==> config.mk <==
export PLATFORM = sky130hd
export DESIGN_NAME = mdl_cyclecntr
export DESIGN_NICKNAME = d
export VERILOG_FILES = /design/src/rtl/mdl_cyclecntr.sv
export SDC_FILE = /design/constraint.sdc
export NUM_CORES = 1
export LEC_CHECK = 0
export ABC_AREA = 1
export CAP_MARGIN = 20
export CORE_AREA = 2 2 76 78
export DETAILED_ROUTE_END_ITERATION = 8
export DIE_AREA = 0 0 78 80
export GPL_ROUTABILITY_DRIVEN = 0
export SKIP_CTS_REPAIR_TIMING = 1
export SLEW_MARGIN = 20
export SYNTH_ARGS = -nofsm -noshare
export SYNTH_HDL_FRONTEND = slang
export SYNTH_SLANG_ARGS = --single-unit
export TNS_END_PERCENT = 50
==> constraint.sdc <==
create_clock -name i_MCLK -period 3.1 [get_ports i_MCLK]
set_input_delay 0.62 -clock i_MCLK [delete_from_list [all_inputs] [get_ports i_MCLK]]
set_output_delay 0.62 -clock i_MCLK [all_outputs]
set_load 0.05 [all_outputs]
==> src/rtl/mdl_cyclecntr.sv <==
`default_nettype none
// ============================================================================
//  Module   : mdl_cyclecntr
//  Purpose  : Timing source for bubble access control. Produces the 20-phase
//             active-low one-hot rotator (one step per 2 MHz tick) and a
//             bit-serial magnetic-field cycle counter. The counter is shown
//             LSB-first, one bit per rotator phase, and a parallel snapshot
//             is taken at phase 19.
//  Options  : CYCLECNTR_PRESET_EN adds a phase-19 synchronous preset load
//             (i_PRESET / i_PRESET_VAL).
//  Revision : 1.0  initial release
// ============================================================================
module mdl_cyclecntr #(
   parameter int CNTR_WIDTH = 10   // legal range 1..19
) (
   input  logic                  i_MCLK,
   input  logic                  i_SYS_RST_n,
   input  logic                  i_CLK2M_PCEN_n,
   input  logic                  i_HALT,
   input  logic                  i_CNT_EN,
   input  logic                  i_CNT_CLR,
`ifdef CYCLECNTR_PRESET_EN
   input  logic                  i_PRESET,
   input  logic [CNTR_WIDTH-1:0] i_PRESET_VAL,
`endif
   output logic [19:0]           o_ROT20_n,
   output logic                  o_CYCLECNTR_LSB,
   output logic [CNTR_WIDTH-1:0] o_CYCLECNT,
   output logic                  o_CNT_OVF
);

   // Phase index of the last serial bit, and of the rotation's final phase.
   localparam logic [4:0] c_last_bit   = 5'(CNTR_WIDTH - 1);
   localparam logic [4:0] c_phase_last = 5'd19;

   logic [19:0]           r_rot;
   logic [4:0]            r_phase;   // binary mirror of the rotator position
   logic [CNTR_WIDTH-1:0] r_sr;
   logic                  r_carry;
   logic                  r_clrp;
   logic [CNTR_WIDTH-1:0] r_cnt;
   logic                  r_ovf;

   logic                  w_tick;
   logic                  w_in_serial;
   logic [CNTR_WIDTH-1:0] w_sr_shift;
   logic [CNTR_WIDTH-1:0] w_sr_nxt;
   logic                  w_carry_nxt;
   logic                  w_clrp_nxt;
   logic [CNTR_WIDTH-1:0] w_cnt_nxt;
   logic                  w_ovf_nxt;

   assign w_tick      = ~i_CLK2M_PCEN_n;
   assign w_in_serial = (r_phase <= c_last_bit);

   // One serial-adder step: the sum bit enters at the top as the LSB leaves.
   generate
      if (CNTR_WIDTH == 1) begin : g_sr_w1
         assign w_sr_shift = r_sr[0] ^ r_carry;
      end else begin : g_sr_wn
         assign w_sr_shift = {r_sr[0] ^ r_carry, r_sr[CNTR_WIDTH-1:1]};
      end
   endgenerate

   // Next-state for the counter: serial add in the bit phases, bookkeeping at phase 19.
   always_comb begin
      w_sr_nxt    = r_sr;
      w_carry_nxt = r_carry;
      w_clrp_nxt  = r_clrp;
      w_cnt_nxt   = r_cnt;
      w_ovf_nxt   = 1'b0;
      if (w_in_serial) begin
         w_sr_nxt    = w_sr_shift;
         w_carry_nxt = r_carry & r_sr[0];
         if (r_phase == c_last_bit) begin
            w_ovf_nxt = r_carry & r_sr[0];
         end
      end
      if (r_phase == c_phase_last) begin
         if (r_clrp | i_CNT_CLR) begin
            w_sr_nxt    = '0;
            w_carry_nxt = 1'b0;
            w_cnt_nxt   = '0;
            w_clrp_nxt  = 1'b0;
         end
`ifdef CYCLECNTR_PRESET_EN
         else if (i_PRESET) begin
            w_sr_nxt    = i_PRESET_VAL;
            w_carry_nxt = 1'b0;
            w_cnt_nxt   = i_PRESET_VAL;
         end
`endif
         else begin
            w_carry_nxt = i_CNT_EN & ~i_HALT;
            w_cnt_nxt   = r_sr;
         end
      end else if (i_CNT_CLR) begin
         // Deferred so the rotation in progress is never corrupted.
         w_clrp_nxt = 1'b1;
      end
   end

   // State registers; everything advances only on 2 MHz ticks.
   always_ff @(posedge i_MCLK or negedge i_SYS_RST_n) begin
      if (!i_SYS_RST_n) begin
         r_rot   <= 20'hFFFFE;
         r_phase <= 5'd0;
         r_sr    <= '0;
         r_carry <= 1'b0;
         r_clrp  <= 1'b0;
         r_cnt   <= '0;
         r_ovf   <= 1'b0;
      end else if (w_tick) begin
         r_rot   <= {r_rot[18:0], r_rot[19]};
         r_phase <= (r_phase == c_phase_last) ? 5'd0 : r_phase + 5'd1;
         r_sr    <= w_sr_nxt;
         r_carry <= w_carry_nxt;
         r_clrp  <= w_clrp_nxt;
         r_cnt   <= w_cnt_nxt;
         r_ovf   <= w_ovf_nxt;
      end
   end

   assign o_ROT20_n       = r_rot;
   assign o_CYCLECNTR_LSB = w_in_serial & r_sr[0];
   assign o_CYCLECNT      = r_cnt;
   assign o_CNT_OVF       = r_ovf;

endmodule
`default_nettype wire

==> impl_metrics.env <==
export IMPL_ys_ff_latch=48
export IMPL_synth_avg_cell_area_um2=8.52
export IMPL_worstPathMaxFanout=6
export IMPL_first_pass_iters=6
export IMPL_syn2layout_area_growth_pct=25.5
export IMPL_pwr_density_cell_nw_per_um2=744
export IMPL_total_leakage_power_nw=1.33
export IMPL_numCtsBuffers=5
export IMPL_clk_transition_reported_paths_ps=90
export IMPL_port_buffers=37
export IMPL_die_w_um=78
export IMPL_vias=1637
export IMPL_nNetsFinal=296
export IMPL_startpoint_type="flop"
export IMPL_dp_cells=352
export IMPL_setup_tns_final_ps=0
export IMPL_placementRows=27
export IMPL_grt_pass1_wl_mm=7.36
export IMPL_clk_path_buf_depth=2
export IMPL_ir_drop_uv=497
export IMPL_place_ws_ps=702
export IMPL_grt_usage=0.149
export IMPL_netlist_instances=248
export IMPL_die_area_um2=6240
export IMPL_fin_cells=360
export IMPL_finalMaxSlewViolations=0
export IMPL_finish_instance_area_um2=2650
export IMPL_fin_crit_sh=0.887
export IMPL_whs_ps=272
export IMPL_drt_iter0_markers=65
export IMPL_power_mw=1.97
export IMPL_final_util=0.491
export IMPL_seq_area_um2=1220
export IMPL_antenna_found_initial=0
export IMPL_outcome="finished clean"
export IMPL_synth_net_count=257
export IMPL_hp_class="primary input to asynchronous set/reset pin"
export IMPL_drive_above_1_share=0.142
export IMPL_drc_errors=0
export IMPL_setup_viol=0
export IMPL_multi_input_area_um2=754
export IMPL_fillers=531
export IMPL_cp_common_cell="inv_1"
export IMPL_max_freq_ghz=0.364
export IMPL_cts_max_level=2
export IMPL_cts_sinks=48
export IMPL_path_delay_family="buffers and inverters"
export IMPL_slew_headroom=0.649
export IMPL_wire_per_inst_um=11.5
export IMPL_worstPathArrival_ps=2130
export IMPL_placed_area_um2=2540
export IMPL_finalHoldViolations=0
export IMPL_min_period_ps=2750
export IMPL_worstSetupEndpointType="primary output"
export IMPL_crit_type="flop to primary output"
export IMPL_yosysUniqueCellTypes=23
export IMPL_via_per_inst=4.55
export IMPL_crit_buf_inv=4
export IMPL_ys_seq_area_frac=0.580
export IMPL_worstMarginPinSlew_ps=525
export IMPL_synth_area_um2=2110
export IMPL_layout_setup_ws_ps=349
export IMPL_boundaryPins=38
export IMPL_antennaDiodeCount=0
export IMPL_grt_pass1_vias=1611
export IMPL_finalWirelength_mm=4.13
export IMPL_final_antenna_net_count=0
export IMPL_initial_core_util=0.391
export IMPL_maxCapViolations=0
export IMPL_cts_root_buffer="clkbuf_8"
export IMPL_clk_latency_ps=300
export IMPL_fin_worst_skew_ps=5.05
export IMPL_core_area_um2=5410
export IMPL_yosysWarnings=0
export IMPL_rsz0062_at_grt="false"
export IMPL_cts_tree="built"
export IMPL_grt_overflow=0
export IMPL_cp_required_ps=2480
export IMPL_grt_max_degree=29
export IMPL_cp_cell_sequence="inv_1 -> ha_1 -> nand2_1 -> inv_1 -> nand2_2 -> nand3_4 -> nand2_1 -> inv_1 -> clkdlybuf4s50_1"
export IMPL_fp_dieH_um=80
export IMPL_cp_slowest_cell="clkdlybuf4s50_1"
export IMPL_dp_hpwl_mm=2.85
export IMPL_max_stage_delay_ps=790
## cell families (layout without fill, tap and decap cells)
logic type                 count (synthesis)  count (layout)  share of synthesized area
AOI/OAI and AO/OA                         10              10                     0.0237
xor gates and xnor gates                   3               3                     0.0124
adders and majority gates                  3               3                     0.0178
buffers and inverters                     29              69                     0.0628
DFF                                       48              48                      0.580
and+or+nand+nor                          155             155                      0.303
## layout by cell type (no fill, tap or decap), drive strengths merged
cell	instances
nand2	111
clkdlybuf4s50	36
dfrtp	29
nor2	26
inv	20
dfstp	19
nand3	15
o21ai	7
clkbuf	5
buf	5
a21oi	3
ha	3
xor2	2
or2	2
clkinv	2
nand4	1
xnor2	1
bufinv	1
## final cells by class
class / count / share of cell area
flip-flops and latches: 48 / 0.462
multi-input cells: 171 / 0.285
repair buffers: 41 / 0.149
well taps: 72 / 0.0340
inverters: 20 / 0.0283
clock buffers: 5 / 0.0260
clock inverters: 3 / 0.0160
## power breakdown
part | internal (mW) | switching, mW
sequential | 0.769 | 0.119
clock | 0.239 | 0.216
combinational | 0.226 | 0.402
total | 1.23 | 0.738
## worst paths after layout
check / from / endpoint / slack [ps] / depth (start not counted)
worst max-delay path: r_phase[1] / o_CYCLECNTR_LSB / 350 / 9
max in group asynchronous: i_SYS_RST_n / o_ROT20_n[14] / 2190 / 2
worst min register to register: o_ROT20_n[9] / o_ROT20_n[10] / 470 / 2
min in group i_MCLK: o_ROT20_n[9] / o_ROT20_n[10] / 470 / 2
worst max register to register: r_phase[0] / r_phase[4] / 1470 / 6
worst min-delay path: i_SYS_RST_n / o_ROT20_n[0] / 270 / 1
## worst reg2reg max path: cells and delay by family, from the launching register on
family / cells / cell delay (ps)
flops: 1 / 440
buf+inv: 1 / 220
simple gates: 2 / 480
fa+ha+maj: 1 / 200
compound gates: 2 / 180
## flip-flops by register name, summed over array words and instances (netlist names)
name        cells
o_CYCLECNT     10
r_carry         1
r_sr           10
r_clrp          1
o_ROT20_n      20
o_CNT_OVF       1
r_phase         5
## per-layer routing
metal,vias to the layer above,global-route usage,share of wire
met3,6,0.0351,0.047
met2,38,0.239,0.45
met1,765,0.199,0.49
li1,828,-,-
met4,0,0.0526,0.011
met5,-,0,0
## synth_stat cells, drive strengths merged
master / n / area [um^2]
nor2: 26 / 103
o21ai: 7 / 35.0
or2: 2 / 15.0
a21oi: 3 / 15.0
xnor2: 1 / 8.76
xor2: 2 / 17.5
nand3: 15 / 87.6
nand4: 1 / 6.26
nand2: 111 / 429
buf: 7 / 50.1
ha: 3 / 37.5
clkbuf: 2 / 7.51
dfstp: 19 / 499
inv: 20 / 75.1
dfrtp: 29 / 726
(Power assumes the default switching activity.)
